==> src/rtl/nonce_stream_gen_if.sv <==
// rtl/nonce_stream_gen_if.sv - nonce output stream handshake (head data, valid, ready)
interface nonce_stream_gen_if #(
    parameter int WIDTH = 32
);
    logic [WIDTH-1:0] dataout;
    logic             out_valid;
    logic             out_ready;

    modport master (
        output dataout,
        output out_valid,
        input  out_ready
    );

    modport slave (
        input  dataout,
        input  out_valid,
        output out_ready
    );
endinterface

==> src/rtl/nonce_stream_gen.sv <==
// rtl/nonce_stream_gen.sv - counter/Galois-LFSR nonce source staged through a DEPTH-entry FIFO
// Optional period-exhaustion detection: NONCE_STREAM_WRAP_DET_EN
module nonce_stream_gen #(
    parameter int               WIDTH     = 32,
    parameter int               STEP      = 1,
    parameter logic [WIDTH-1:0] LFSR_TAPS = 32'h80200003,
    parameter int               DEPTH     = 4
) (
    input  logic                     clk,
    input  logic                     reset,
    input  logic                     en,
    input  logic                     mode,
    input  logic                     seed_load,
    input  logic [WIDTH-1:0]         seed,
    nonce_stream_gen_if.master       strm,
    output logic                     ready,
    output logic [$clog2(DEPTH):0]   level,
    output logic                     wrapped
);
    localparam int              AW       = $clog2(DEPTH);
    localparam logic [AW:0]     CNT_FULL = (AW+1)'(DEPTH);
    localparam logic [AW:0]     CNT_LAST = (AW+1)'(DEPTH - 1);

    typedef enum logic [1:0] {S_INIT, S_IDLE, S_RUN, S_FULL} state_t;

    state_t           state;
    logic [WIDTH-1:0] gen;
    logic [WIDTH-1:0] gen_next;
    logic [WIDTH-1:0] seed_val;
    logic             mode_q;
    logic [WIDTH-1:0] mem [DEPTH];
    logic [AW-1:0]    wr_ptr;
    logic [AW-1:0]    rd_ptr;
    logic [AW:0]      count;
    logic             load;
    logic             pop;
    logic             push;
    logic             blocked;

    assign load     = seed_load && (state != S_INIT);
    assign pop      = (count != '0) && strm.out_ready;
    assign push     = (state == S_RUN || state == S_FULL) && en && !seed_load && !blocked
                      && ((count != CNT_FULL) || pop);
    // An all-zero LFSR never leaves zero, so a zero seed in LFSR mode is promoted to 1.
    assign seed_val = (mode && seed == '0) ? WIDTH'(1) : seed;

    always_comb begin
        gen_next = gen + WIDTH'(STEP);
        if (mode_q)
            gen_next = gen[0] ? ((gen >> 1) ^ LFSR_TAPS) : (gen >> 1);
    end

    always_ff @(posedge clk or negedge reset) begin
        if (!reset) begin
            state  <= S_INIT;
            gen    <= '0;
            mode_q <= 1'b0;
            ready  <= 1'b0;
        end else if (state == S_INIT) begin
            state <= S_IDLE;
            ready <= 1'b1;
        end else if (load) begin
            gen   <= seed_val;
            state <= S_IDLE;
        end else begin
            if (push)
                gen <= gen_next;
            case (state)
                S_IDLE: if (en) begin
                    state  <= S_RUN;
                    mode_q <= mode;
                end
                S_RUN: begin
                    if (!en)
                        state <= S_IDLE;
                    else if (push && !pop && count == CNT_LAST)
                        state <= S_FULL;
                end
                S_FULL: begin
                    if (!en)
                        state <= S_IDLE;
                    else if (pop)
                        state <= S_RUN;
                end
                default: state <= S_INIT;
            endcase
        end
    end

    always_ff @(posedge clk or negedge reset) begin
        if (!reset) begin
            wr_ptr <= '0;
            rd_ptr <= '0;
            count  <= '0;
            for (int i = 0; i < DEPTH; i++)
                mem[i] <= '0;
        end else if (load) begin
            wr_ptr <= '0;
            rd_ptr <= '0;
            count  <= '0;
        end else begin
            if (push) begin
                mem[wr_ptr] <= gen;
                wr_ptr      <= wr_ptr + 1'b1;
            end
            if (pop)
                rd_ptr <= rd_ptr + 1'b1;
            if (push && !pop)
                count <= count + 1'b1;
            else if (pop && !push)
                count <= count - 1'b1;
        end
    end

    assign strm.dataout   = mem[rd_ptr];
    assign strm.out_valid = (count != '0);
    assign level          = count;

`ifdef NONCE_STREAM_WRAP_DET_EN
    logic [WIDTH-1:0] seed_q;
    logic             wrapped_q;

    // The push that would bring gen back to the loaded seed is the last one of the period.
    always_ff @(posedge clk or negedge reset) begin
        if (!reset) begin
            seed_q    <= '0;
            wrapped_q <= 1'b0;
        end else if (load) begin
            seed_q    <= seed_val;
            wrapped_q <= 1'b0;
        end else if (push && gen_next == seed_q) begin
            wrapped_q <= 1'b1;
        end
    end

    assign blocked = wrapped_q;
    assign wrapped = wrapped_q;
`else
    assign blocked = 1'b0;
    assign wrapped = 1'b0;
`endif
endmodule
==> src/flat_wrapper.sv <==
// flat-port wrapper written by rule: the top's interface ports become plain ports
module nonce_stream_gen_flat 
#(
    parameter int               WIDTH     = 32,
    parameter int               STEP      = 1,
    parameter logic [WIDTH-1:0] LFSR_TAPS = 32'h80200003,
    parameter int               DEPTH     = 4
)
  (clk, reset, en, mode, seed_load, seed, ready, level, wrapped, strm_dataout, strm_out_valid, strm_out_ready);
  nonce_stream_gen_if #(.WIDTH(WIDTH)) strm_i ();
  input  logic clk;
  input  logic reset;
  input  logic en;
  input  logic mode;
  input  logic seed_load;
  input  logic [WIDTH-1:0] seed;
  output logic ready;
  output logic [$clog2(DEPTH):0] level;
  output logic wrapped;
  output wire logic [$bits(strm_i.dataout)-1:0] strm_dataout;
  output wire logic [$bits(strm_i.out_valid)-1:0] strm_out_valid;
  input wire logic [$bits(strm_i.out_ready)-1:0] strm_out_ready;
  assign strm_dataout = strm_i.dataout;
  assign strm_out_valid = strm_i.out_valid;
  assign strm_i.out_ready = strm_out_ready;
  nonce_stream_gen #(.WIDTH(WIDTH), .STEP(STEP), .LFSR_TAPS(LFSR_TAPS), .DEPTH(DEPTH)) u_core (.clk(clk), .reset(reset), .en(en), .mode(mode), .seed_load(seed_load), .seed(seed), .strm(strm_i), .ready(ready), .level(level), .wrapped(wrapped));
endmodule
==> config.mk <==
export PLATFORM = sky130hd
export DESIGN_NAME = nonce_stream_gen_flat
export DESIGN_NICKNAME = d
export VERILOG_FILES = /design/src/rtl/nonce_stream_gen_if.sv /design/src/rtl/nonce_stream_gen.sv /design/src/flat_wrapper.sv
export SDC_FILE = /design/constraint.sdc
export NUM_CORES = 1
export LEC_CHECK = 0
export BUFFER_PORTS_ARGS = -buffer_cell sky130_fd_sc_hd__buf_4
export CAP_MARGIN = 20
export CORE_ASPECT_RATIO = 1.1
export CORE_MARGIN = 3
export CORE_UTILIZATION = 35
export DETAILED_ROUTE_END_ITERATION = 12
export MAX_ROUTING_LAYER = met4
export PLACE_DENSITY = 0.61
export SYNTH_ARGS = -nofsm -noshare
export SYNTH_HDL_FRONTEND = slang
export SYNTH_SLANG_ARGS = --single-unit
==> constraint.sdc <==
create_clock -name clk -period 3.2 [get_ports clk]
set_input_delay 0.64 -clock clk [delete_from_list [all_inputs] [get_ports clk]]
set_output_delay 0.64 -clock clk [all_outputs]
set_load 0.05 [all_outputs]
==> results.toml <==
[run]
maxCapViolCount = 0

[clock_network]
cts_htree_levels = 4
cts.repair.resized = 0
cts_tree = "done"
numClockSinks = 171
clock_path_buffers = 2
clk_pin_slew_ns = 0.07
worstSkewPairLatency_ns = 0.43
cts_made_buffers = 17
postCtsHoldBufs = 0
root_buffer = "clkbuf_16"
cts_setup_buffers = 0

[worst_setup_path]
r2r_setup_slack_ns = 0.70
crit_path_max_fanout = 18
critPathLaunchType = "register"
critical_path_arrival_ns = 1.94
cp_data_required_time_ns = 2.56
crit_path_end = "strm_dataout[25]"
ff2ff_path_depth = 8
reg2reg_to = "u_core.level[2]"
crit_type = "register to primary output"
r2r-start = "u_core.level[0]"
crit_path_start = "u_core.rd_ptr[0]"
cp-end-kind = "primary output"

[timing]
min_period_over_period = 0.8078
finalMaxSlewViolations = 0
grt_setup_unrepaired = "no"
hold_viol = 0
setup-tns-final_ns = 0
setup_viol = 0
final.setup_skew_ns = 0.01160
tightestPinTransition_ns = 0.7763
maxSlewHeadroom = 0.4806
fin_crit_ns = 2.585
worst_slack_ns = 0.6152
fmax_ghz = 0.3869

[route]
wl_per_cell_um = 19.84
vias = 5984
drc_errors = 0
drtIter0Drc = 425
wl_um = 21480
viasPerCell = 5.525
ant_nets = 0
firstDrtPassIters = 5

[yosys]
synth_ff_type = "dfrtp_1"
synth_nets = 763
yosysUniqueCellTypes = 65
avgSynthCellArea_um2 = 12.08
synth-seq-cells = 171
synth_area_leader_cell = "dfrtp_1"
netlist_area_mm2 = 0.008672
synth_edf_count = 0
yosys_warnings = 0
async_reset_ff_frac = 1.000
synth-seq-area-share = 0.4934
yosys-top-cells-area = "dfrtp_1, mux2_2, mux4_2"
synthCells = 718
yosysTopAreaCellShare = 0.4934

[die]
start_util = 0.3615
die_y_um = 171.1
core_area_mm2 = 0.02399
ios = 76
dieArea_mm2 = 0.02670
die_w_um = 156.1
placementRows = 59

[grt]
grt_pass1_vias = 5986
grt_usage = 0.1715
grt_max_degree = 55
grt_pass1_wl_um = 34430
gr-total-overflow = 0
antenna_found_initial = 0

[layout]
final_common_cell = "dfrtp_1"
final_cell_mix = "dfrtp_1, mux2_2, buf_4, nand2_1, o21ai_0"
n_antenna_cell = 0
fin_cells = 1083
fin_nets = 810
layout-drive-gt1-share = 0.3625
num-fill-cells = 2227
design_area_mm2 = 0.01002
areaGrowthSynthToFinish_pct = 15.58

[power]
p_switching_w = 0.003252
swShare = 0.3954
combinationalPowerShare = 0.391
irDropWorstVdd_v = 0.0006206
sequentialPowerShare = 0.361
power_leakage_nw = 4.489
clkPwrFrac = 0.249
power.density_mw_per_mm2 = 820.5
intPower_w = 0.004972
total_power_w = 0.008224

[placement]
numPortBuffers = 74
dp_cells = 1051
pre_cts_ws_ns = 0.3937
place_congestion = 0.8253
place_hpwl_um = 14150
placed_cell_area_mm2 = 0.009444

[hold_path]
min_path_type = "input pin to asynchronous set/reset pin"

[run_status]
outcome = "complete, no violations"
-- cell families (layout without fill, tap and decap cells) --
family                   after synthesis  in the layout  share of synthesized area
multiplexers                         147            147                     0.2320
other                                  1              1                  0.0004324
AND/OR/NAND/NOR                      163            163                     0.1007
adder cells (fa/ha/maj)                7              7                    0.01097
buffers and inverters                 79            139                    0.04516
flip-flops                           171            171                     0.4934
XOR/XNOR                              21             21                    0.02121
AO/OA/AOI/OAI                        129            129                    0.09609
-- state kept, by name (all words and copies together), names as in the netlist --
| name | flops |
|---|---|
| u_core.mode_q | 1 |
| u_core.rd_ptr | 2 |
| u_core.level | 3 |
| u_core.gen | 32 |
| u_core.ready | 1 |
| u_core.wr_ptr | 2 |
| u_core.mem | 128 |
| u_core.state | 2 |
-- layout make-up --
| cell class | instances | area (um2) | share of cell area |
|---|---|---|---|
| Multi-Input combinational cell | 468 | 4008 | 0.3998 |
| Inverter | 12 | 45.04 | 0.004494 |
| Sequential cell | 171 | 4280 | 0.4270 |
| Clock buffer | 21 | 470.5 | 0.04694 |
| Clock inverter | 11 | 108.9 | 0.01086 |
| Tap cell | 305 | 381.6 | 0.03807 |
| Timing Repair Buffer | 95 | 729.5 | 0.07277 |
-- worst min-delay path by stage --
stage | depth (start not counted) | slack [ns] | to | start
after floorplan | 0 | 0.34 | u_core.gen[0] | reset
after global placement | 2 | 0.46 | u_core.mem[119] | u_core.mem[119]
after detailed placement | 1 | 0.47 | u_core.ready | u_core.ready
after CTS | 1 | 0.17 | u_core.mem[71] | reset
after global routing | 1 | 0.20 | u_core.mem[71] | reset
final | 1 | 0.17 | u_core.mem[71] | reset
-- critical path, cell delays in order, from the launching register on --
cell and delay (ns):
dfrtp_2 0.35, buf_4 0.35, mux4_2 0.59, buf_4 0.21
-- per-stage QoR --
stage,hold slack (ns),utilization
2_1_floorplan,0.3444,-
3_3_place_gp,0.4574,0.3936
3_5_place_dp,0.4658,0.3936
4_1_cts,0.1745,0.4178
5_1_grt,0.1956,0.4178
6_report,0.1727,0.4178
-- cell usage after synthesis, types with 10 or more instances --
cell      number
buf_4         14
xor2_1        11
nand3_1       14
clkbuf_1      31
nand2_1       59
inv_1         11
mux2_2       111
mux4_2        32
a22oi_1       10
o21ai_0       34
a21oi_1       28
dfrtp_1      171
xnor2_1       10
nand4_1       10
buf_2         14
o211ai_1      12
nor2_1        32
-- metal layers --
| metal | part of all wire | wire length, um | GRT usage |
|---|---|---|---|
| met3 | 0.035 | 751 | 0.02707 |
| met4 | 0.016 | 333 | 0.05184 |
| met5 | 0 | 0 | - |
| met2 | 0.48 | 10360 | 0.2680 |
| met1 | 0.47 | 10030 | 0.2319 |
-- power groups by stage --
stage	clock, W	sequential (W)	combinational, W
2_1_floorplan	0	0.00281	0.00251
3_3_place_gp	0	0.00299	0.00323
3_5_place_dp	0	0.00300	0.00326
4_1_cts	0.00208	0.00296	0.00326
5_1_grt	0.00216	0.00303	0.00344
6_report	0.00204	0.00297	0.00321
No activity file was read; power rests on OpenSTA's default activity.
